==> config.mk <==
export PLATFORM = sky130hd
export DESIGN_NAME = redmule_stream_arbiter
export DESIGN_NICKNAME = d
export VERILOG_FILES = /design/src/rtl/redmule_stream_arbiter.sv
export SDC_FILE = /design/constraint.sdc
export NUM_CORES = 1
export LEC_CHECK = 0
export ABC_AREA = 1
export CAP_MARGIN = 0
export CORE_UTILIZATION = 44
export DETAILED_ROUTE_END_ITERATION = 8
export PLACE_DENSITY = 0.68
export SYNTH_ARGS = -nofsm -noshare
export SYNTH_HDL_FRONTEND = slang
export SYNTH_SLANG_ARGS = --single-unit
==> constraint.sdc <==
create_clock -name clk_i -period 2.65 [get_ports clk_i]
set_input_delay 0.3975 -clock clk_i [delete_from_list [all_inputs] [get_ports clk_i]]
set_output_delay 0.3975 -clock clk_i [all_outputs]
set_load 0.05 [all_outputs]
==> src/rtl/redmule_stream_arbiter.sv <==
// Arbitrates the X/W/Y source streams and the Z sink onto one shared memory port.
// Winner IDs are queued in order so each response is routed back to its originator.
module redmule_stream_arbiter #(
  parameter int unsigned NumReq    = 4,
  parameter int unsigned ZIdx      = 3,
  parameter int unsigned MaxOutst  = 4,
  parameter int unsigned StarveMax = 8
) (
  input  logic                      clk_i,
  input  logic                      rst_ni,
  input  logic                      clear_i,
  input  logic                      z_priority_i,
  input  logic [NumReq-1:0]         req_i,
  output logic [NumReq-1:0]         gnt_o,
  output logic [$clog2(NumReq)-1:0] sel_o,
  output logic                      mem_req_o,
  input  logic                      mem_gnt_i,
  input  logic                      mem_rvalid_i,
  output logic [NumReq-1:0]         rvalid_o,
  output logic [$clog2(NumReq)-1:0] rsel_o,
  output logic                      busy_o,
  output logic                      err_o
);

  localparam int unsigned IdxW    = $clog2(NumReq);
  localparam int unsigned PtrW    = $clog2(MaxOutst);
  localparam int unsigned CntW    = PtrW + 1;
  localparam int unsigned StarveW = $clog2(StarveMax) + 1;

  typedef logic [IdxW-1:0] idx_t;

  localparam idx_t              ZId        = idx_t'(ZIdx);
  localparam idx_t              LastId     = idx_t'(NumReq - 1);
  localparam logic [IdxW:0]     NumReqC    = (IdxW + 1)'(NumReq);
  localparam logic [CntW-1:0]   MaxOutstC  = CntW'(MaxOutst);
  localparam logic [StarveW-1:0] StarveMaxC = StarveW'(StarveMax);

  // Architectural state
  idx_t                rr_ptr_reg, rr_ptr_next;
  logic [StarveW-1:0]  starve_cnt_reg, starve_cnt_next;
  logic [PtrW-1:0]     wr_ptr_reg, wr_ptr_next;
  logic [PtrW-1:0]     rd_ptr_reg, rd_ptr_next;
  logic [CntW-1:0]     outst_cnt_reg, outst_cnt_next;
  logic                err_reg, err_next;
  idx_t                id_fifo_reg [MaxOutst];

  // Combinational arbitration and bookkeeping
  logic [2*NumReq-1:0] req_dbl;
  logic [NumReq-1:0]   req_rot;
  logic [NumReq-1:0]   others_mask;
  idx_t                rr_off;
  logic [IdxW:0]       rr_sum;
  idx_t                rr_winner;
  idx_t                winner;
  idx_t                head_id;
  logic                starved;
  logic                z_pri_win;
  logic                others_req;
  logic                fifo_full;
  logic                fifo_empty;
  logic                handshake;
  logic                push;
  logic                pop;
  logic                stray_rsp;

  assign starved   = (starve_cnt_reg == StarveMaxC);
  assign z_pri_win = z_priority_i && req_i[ZIdx] && !starved;

  always_comb begin
    others_mask       = req_i;
    others_mask[ZIdx] = 1'b0;
  end
  assign others_req = |others_mask;

  // Rotate the doubled request vector so bit 0 is the requester at rr_ptr.
  assign req_dbl = {req_i, req_i};
  assign req_rot = NumReq'(req_dbl >> rr_ptr_reg);

  always_comb begin
    rr_off = '0;
    for (int k = int'(NumReq) - 1; k >= 0; k--) begin
      if (req_rot[k]) begin
        rr_off = idx_t'(k);
      end
    end
  end

  assign rr_sum    = {1'b0, rr_ptr_reg} + {1'b0, rr_off};
  assign rr_winner = (rr_sum >= NumReqC) ? idx_t'(rr_sum - NumReqC) : idx_t'(rr_sum);
  assign winner    = z_pri_win ? ZId : rr_winner;

  assign fifo_full  = (outst_cnt_reg == MaxOutstC);
  assign fifo_empty = (outst_cnt_reg == '0);

  assign mem_req_o = (|req_i) && !fifo_full;
  assign handshake = mem_req_o && mem_gnt_i;
  assign push      = handshake;
  assign pop       = mem_rvalid_i && !fifo_empty;
  assign stray_rsp = mem_rvalid_i && fifo_empty;

  assign head_id = id_fifo_reg[rd_ptr_reg];

  assign sel_o  = winner;
  assign rsel_o = fifo_empty ? '0 : head_id;
  assign busy_o = !fifo_empty;
  assign err_o  = err_reg;

  generate
    for (genvar gi = 0; gi < NumReq; gi++) begin : g_route
      assign gnt_o[gi]    = handshake && (winner == idx_t'(gi));
      assign rvalid_o[gi] = pop && (head_id == idx_t'(gi));
    end
  endgenerate

  always_comb begin
    rr_ptr_next     = rr_ptr_reg;
    starve_cnt_next = starve_cnt_reg;
    wr_ptr_next     = wr_ptr_reg;
    rd_ptr_next     = rd_ptr_reg;
    outst_cnt_next  = outst_cnt_reg;
    err_next        = err_reg | stray_rsp;

    if (handshake) begin
      rr_ptr_next = (winner == LastId) ? '0 : winner + 1'b1;
    end

    // Z-priority wins only count as starvation while someone else is waiting.
    if (!others_req) begin
      starve_cnt_next = '0;
    end else if (handshake && z_pri_win) begin
      starve_cnt_next = starve_cnt_reg + 1'b1;
    end else if (handshake && (winner != ZId)) begin
      starve_cnt_next = '0;
    end

    if (push) begin
      wr_ptr_next = wr_ptr_reg + 1'b1;
    end
    if (pop) begin
      rd_ptr_next = rd_ptr_reg + 1'b1;
    end

    case ({push, pop})
      2'b10:   outst_cnt_next = outst_cnt_reg + 1'b1;
      2'b01:   outst_cnt_next = outst_cnt_reg - 1'b1;
      default: outst_cnt_next = outst_cnt_reg;
    endcase
  end

  always_ff @(posedge clk_i) begin
    if (!rst_ni || clear_i) begin
      rr_ptr_reg     <= '0;
      starve_cnt_reg <= '0;
      wr_ptr_reg     <= '0;
      rd_ptr_reg     <= '0;
      outst_cnt_reg  <= '0;
      err_reg        <= 1'b0;
    end else begin
      rr_ptr_reg     <= rr_ptr_next;
      starve_cnt_reg <= starve_cnt_next;
      wr_ptr_reg     <= wr_ptr_next;
      rd_ptr_reg     <= rd_ptr_next;
      outst_cnt_reg  <= outst_cnt_next;
      err_reg        <= err_next;
    end
  end

  // ID storage needs no reset: entries are only read while the count says they are valid.
  always_ff @(posedge clk_i) begin
    if (push) begin
      id_fifo_reg[wr_ptr_reg] <= winner;
    end
  end

endmodule

# After elaboration in Yosys (flattened, before gate mapping)
# Memory sizes are Yosys's and may differ from the RTL's. A register that Yosys moved wholly into a read port is not among the register bits.
# Index checks and enable logic that the tools add are counted.
[op_classes]
n_eq_ne = 11
div_mod_pow = 0
mul = 0
n_shift = 1
n_addsub = 8
mux = 15
n_reduce_logical = 29
magnitude_cmp = 1
bitwise_logic = 2
[op_table]
columns = ["cell", "n"]
rows = [
  ["$mux W2", 10],
  ["$logic_and A1 B1 Y1", 16],
  ["$eq A2 B2 Y1 const B", 5],
  ["$mux W4", 2],
  ["$shr A8 B2 Y4", 1],
  ["$add A2 B1 Y2 const B", 3],
  ["$eq A2 B1 Y1 const B", 3],
  ["$pmux W3 S2", 1],
  ["$add A4 B1 Y4 const B", 1],
  ["$eq A4 B4 Y1 const B", 1],
  ["$logic_not A1 Y1", 4],
  ["$logic_not A2 Y1", 2],
  ["$reduce_bool A2 Y1", 2],
  ["$reduce_or A4 Y1", 1],
  ["$add A2 B2 Y3", 1],
  ["$add A3 B1 Y3 const B", 1],
  ["$eq A3 B3 Y1 const B", 1],
  ["$ge A3 B3 Y1 const B", 1],
  ["$logic_not A3 Y1", 1],
  ["$reduce_or A3 Y1", 1],
  ["$sub A3 B1 Y3 const B", 1],
  ["$mux W1", 2],
  ["$ne A2 B2 Y1 const B", 1],
  ["$reduce_or A2 Y1", 1],
  ["other kinds (4)", 4],
]
[word_totals]
elab_cells = 74
rom_bits = 0
out_inout_bits = 15
n_memories = 1
in_bits = 10
reg_bits = 14
latchBits = 0
mem_bits_rw = 8
[memory_table]
columns = ["name", "depth", "width", "read_ports", "rd_clocked_by_memory_dff", "wr", "line_no", "rtl"]
rows = [
  ["id_fifo_reg", 4, 2, 1, 1, 1, "45", "idx_t id_fifo_reg [MaxOutst];"],
]

# Logic depth before layout (Yosys ltp)
[depth]
ltp_word = 13
depth_mapped = 17
depth_no_buf = 17

# Worst setup path before layout
# Ideal clock, no wire load.
[synth_path]
path_type = "flip-flop to output port"
startpoint = "reg rr_ptr_reg[0]"
endpoint = "out gnt_o[3]"
slack_ns = -0.538
stages_incl_launch_ff = 16
arrival_time_ns = 2.790
required_time_ns = 2.253
path_cell_list = "dfxtp_1 -> inv_2 -> nand2_1 -> nand3_1 -> nand2_1 -> nand3_1 -> a21boi_1 -> ha_1 -> xor2_1 -> inv_1 -> nand2_2 -> nand2_1 -> nand2_1 -> ha_1 -> inv_1 -> nor2_1"
[synth_via]
elab_chain_len = 11
elab_cells_between_ends = 12
cone_classes = "add/sub: 2; order compare: 1; eq/ne: 1; shift: 1; mux: 6; reduce/logical: 1"
[synth_rtl]
columns = ["element", "line_no", "rtl"]
rows = [
  ["start: declaration", "39", "idx_t rr_ptr_reg, rr_ptr_next;"],
  ["start signal: assignment", "159", "rr_ptr_reg <= rr_ptr_next;"],
  ["$shr A8 B2 Y4", "77", "assign req_rot = NumReq'(req_dbl >> rr_ptr_reg);"],
  ["$mux W2 (4 in a row)", "82", "if (req_rot[k]) begin"],
  ["$add A2 B2 Y3 *", "88", "assign rr_sum = {1'b0, rr_ptr_reg} + {1'b0, rr_off};"],
  ["$ge A3 B3 Y1 / $sub A2 B1 Y2 (equally long branches)", "89", "assign rr_winner = (rr_sum >= NumReqC) ? idx_t'(rr_sum - NumReqC) : idx_t'(rr_sum);"],
  ["$mux W2 *", "89", ""],
  ["$mux W2 *", "90", "assign winner = z_pri_win ? ZId : rr_winner;"],
  ["net sel_o[1]", "15", "output logic [$clog2(NumReq)-1:0] sel_o,"],
  ["$eq A2 B2 Y1 *", "110", "assign gnt_o[gi] = handshake && (winner == idx_t'(gi));"],
  ["$logic_and A1 B1 Y1 *", "110", ""],
  ["end: declaration", "14", "output logic [NumReq-1:0] gnt_o,"],
]
# The timed path passes the listed nets; every way through them passes the cells marked *.

# Final worst setup path
[layout_path]
startpoint = "reg rr_ptr_reg[0]"
endpoint = "out gnt_o[3]"
[layout_via]
elab_chain_len = 11
elab_cells_between_ends = 12
cone_classes = "add/sub: 2; order compare: 1; eq/ne: 1; shift: 1; mux: 6; reduce/logical: 1"
[layout_rtl]
columns = ["element", "line_no"]
rows = [
  ["$shr A8 B2 Y4", "77"],
  ["$mux W2 (4 in a row)", "82"],
  ["$add A2 B2 Y3 *", "88"],
  ["$ge A3 B3 Y1 / $sub A2 B1 Y2 (equally long branches)", "89"],
  ["$mux W2 *", "89"],
  ["$mux W2 *", "90"],
  ["$eq A2 B2 Y1 *", "110"],
  ["$logic_and A1 B1 Y1 *", "110"],
]
# Mark *: on every way between the ends. The rest lies on a longest branch, timed or not.

==> qor.yml <==
status:
  status: "complete, but fails checks"
  failed_checks: "negative setup slack"
setup_path:
  cp.depth: 16
  crit_path_end_kind: "primary output"
  crit_required_ns: 2.25
  crit_top_cell: "buf_4"
  regToRegStartpoint: "rr_ptr_reg[0]"
  cp_max_fo: 6
  r2r_cells: 18
  r2r_end: "starve_cnt_reg[2]"
  crit_start: "rr_ptr_reg[0]"
  ff2ff_setup_slack_ns: 0.38
  slowest_delay_ns: 0.43
  cp_top_family: "simple AND/OR/NAND/NOR gates"
  crit_chain: "nand2_1, nand3_2, nand2_2, buf_4, buf_4, buf_4, buf_4, nand2_1, nand2_1, nand2_2, nand2_2, nand2_4, ha_4, inv_2, nor2_4, buf_12"
  crit_buf_inv: 6
  critPathLaunchType: "register"
  critPathSlowestCell: "dfxtp_4"
  setup.worst_path.class: "register to primary output"
  arrival_ns: 2.34
  crit_path_end: "gnt_o[3]"
logic_synthesis:
  syn_nets: 210
  synth_cell_type_count: 30
  postSynthAreaPerCell_um2: 7.82
  ys_seq_area_share_pct: 38.3
  netlist_instances: 187
  ys_warn_count: 0
  syn_area_mm2: 0.00146
  synth_seq_cells: 24
place:
  dp_slack_ns: -0.292
  place_inst: 262
  gp_congestion: 0.777
  dpl.hpwl_mm: 2.31
  io_buffer_count: 24
timing:
  worst_pin_slew_ns: 0.536
  fmax_ghz: 0.366
  setup_slack_ns: -0.0848
  clock_skew_ns: 0.00312
  rsz0062_at_grt: "true"
  fin_crit_ns: 2.73
  setup_viol: 4
  hold_viol_final: 0
  drv_slew: 0
  hold_slack_ns: 0.498
  fin_crit_sh_pct: 103
  relSlewSlack_pct: 64.0
power_and_ir_drop:
  pwr-share-clk_pct: 23.8
  switching_power_mw: 0.367
  power_frac_comb_pct: 38.9
  power_density_mw_per_mm2: 513
  p_int_mw: 0.736
  seq_power_share_pct: 37.3
  irDropWorstVdd_mv: 0.534
  leakagePower_nw: 0.888
  switching_share_pct: 33.3
route:
  via_count: 1326
  routed_wl_mm: 3.18
  wire_per_inst_um: 11.7
  drc_errors: 0
  ant_nets: 0
  first_pass_iters: 4
  drtIter0Drc: 33
  routed_via_density: 4.86
floorplan:
  fp.dieW_um: 59.7
  die_h_um: 59.7
  coreArea_mm2: 0.00310
  start_util_pct: 47.1
  fp.dieArea_mm2: 0.00356
  io_pins: 25
  rows: 20
clocking:
  cts_root_buffer: "clkbuf_4"
  cts_tree: "built"
  cts_made_buffers: 3
  hold_buffers: 0
  clock_latency_ns: 0.31
  cts.reportedPaths.clkPinSlew_ns: 0.13
  htreeDepth: 1
  cts_sinks: 24
  clockBufferDepth: 2
flow_run:
  maxCapViolCount: 0
layout:
  nNetsFinal: 253
  area.growth.synth_to_final_pct: 47.0
  drive_gt1_share_pct: 38.9
  stdcell_count: 273
  largest_reg_flops: 8
  n_antenna_cell: 0
  final_util_pct: 69.3
grt:
  grt_antenna_before_repair: 0
  grt_pass1_wl_mm: 5.11
  grt_max_degree: 15
  grt_util_all_layers_pct: 19.2
  grt_pass1_vias: 1216
  grt.overflow.total: 0
min_path:
  hp-class: "register to register"
## power groups by stage
stage	Combinational (mW)	Clock, mW	Sequential [mW]
finish	0.429	0.263	0.412
global route	0.458	0.283	0.414
CTS	0.413	0.267	0.411
detailed placement	0.363	0	0.419
global placement	0.354	0	0.418
floorplan	0.218	0	0.419
## synth_stat cells, drive strengths merged
cell,count,area [um^2]
nor3,3,20.0
and2,1,6.26
o31ai,1,7.51
o21a,1,7.51
inv,34,128
nand3,15,90.1
dfxtp,16,320
a21oi,16,91.3
buf,2,10.0
nor2,21,96.3
ha,12,150
xor2,3,26.3
nand3b,1,7.51
o21ai,12,63.8
nand2,37,156
edfxtp,8,240
clkbuf,1,5.00
fa,1,20.0
o22a,1,8.76
a21boi,1,7.51
## worst reg2reg max path, stage by stage (launching register included)
cell     delay, ns
dfxtp_4       0.43
nand2_1       0.11
nand3_2       0.09
nand2_2       0.06
buf_4         0.12
buf_4         0.12
buf_4         0.12
buf_4         0.12
nand2_1       0.09
nand2_1       0.08
nand2_2       0.10
nand2_2       0.07
nand2_4       0.09
ha_4          0.15
buf_4         0.10
nand2_1       0.06
nand2_2       0.11
nand2_1       0.06
a21oi_1       0.13
## repair_timing
item                                   in CTS  in global routing
setup endpoints to repair                   5                  6
endpoints found under the hold margin       0                  0
setup buffers                               7                  1
pin swaps                                  14                  0
resized for setup                          33                 10
## worst min path at each step
| stage | startpoint | to | slack, ns | cells after the start |
|---|---|---|---|---|
| floorplan | rd_ptr_reg[0] | register | 0.46 | 1 |
| global placement | err_o | err_o | 0.45 | 1 |
| detailed placement | rd_ptr_reg[0] | rd_ptr_reg[0] | 0.48 | 1 |
| CTS | rd_ptr_reg[1] | register | 0.50 | 2 |
| global route | rd_ptr_reg[0] | register | 0.53 | 1 |
| finish | rd_ptr_reg[1] | register | 0.50 | 2 |
## cells in the final DEF (no fill, tap or decap), types with 2 or more instances in the layout
master	Yosys	layout
buf_12	0	8
inv_1	24	19
nand2_1	32	24
clkdlybuf4s50_1	0	9
a21oi_2	3	2
o21ai_1	5	5
ha_4	0	2
o21ai_0	6	6
nor2_1	18	14
nand2_4	1	4
dfxtp_1	16	14
buf_4	0	19
a21oi_1	13	13
clkbuf_4	0	3
ha_2	0	3
nand2_2	4	9
nor3_1	2	2
nand3_1	12	7
xor2_1	3	2
ha_1	12	7
nand3_2	3	8
nor2_4	2	7
edfxtp_1	8	8
dlygate4sd2_1	0	4
inv_2	10	14
## stage by stage
stage          total power [mW]  cell area, um^2  TNS [ns]
4_1_cts                    1.09             2110   -0.0840
3_3_place_gp              0.773             1910    -0.674
2_1_floorplan             0.636             1490         0
5_1_grt                    1.15             2150    -0.923
6_report                   1.10             2150    -0.280
3_5_place_dp              0.782             1910     -1.07
## per-layer routing
| layer | track usage, % | routed length [um] | share of wire [%] | vias up |
|---|---|---|---|---|
| met5 | 0 | 0 | 0 | - |
| met4 | 3.65 | 27 | 0.85 | 0 |
| met3 | 4.98 | 93 | 2.9 | 4 |
| met2 | 36.0 | 1720 | 54 | 20 |
| met1 | 21.7 | 1340 | 42 | 620 |
| li1 | - | - | - | 682 |
## logic make-up after synthesis
| logic type | after synthesis | synth area share, % |
|---|---|---|
| compound gates | 32 | 12.7 |
| xor+xnor | 3 | 1.80 |
| fa+ha+maj | 13 | 11.6 |
| buf+inv | 37 | 9.75 |
| flops | 24 | 38.3 |
| simple gates | 78 | 25.7 |
## layout make-up
cell class              instances  area, um^2
fillers                       236         952
multi-input cells             126         906
flip-flops and latches         24         566
repair buffers                 41         439
inverters                      34         133
well taps                      44        55.1
clock inverters                 1        30.0
clock buffers                   3        22.5
Note: power is estimated with default switching activity, not from simulation.
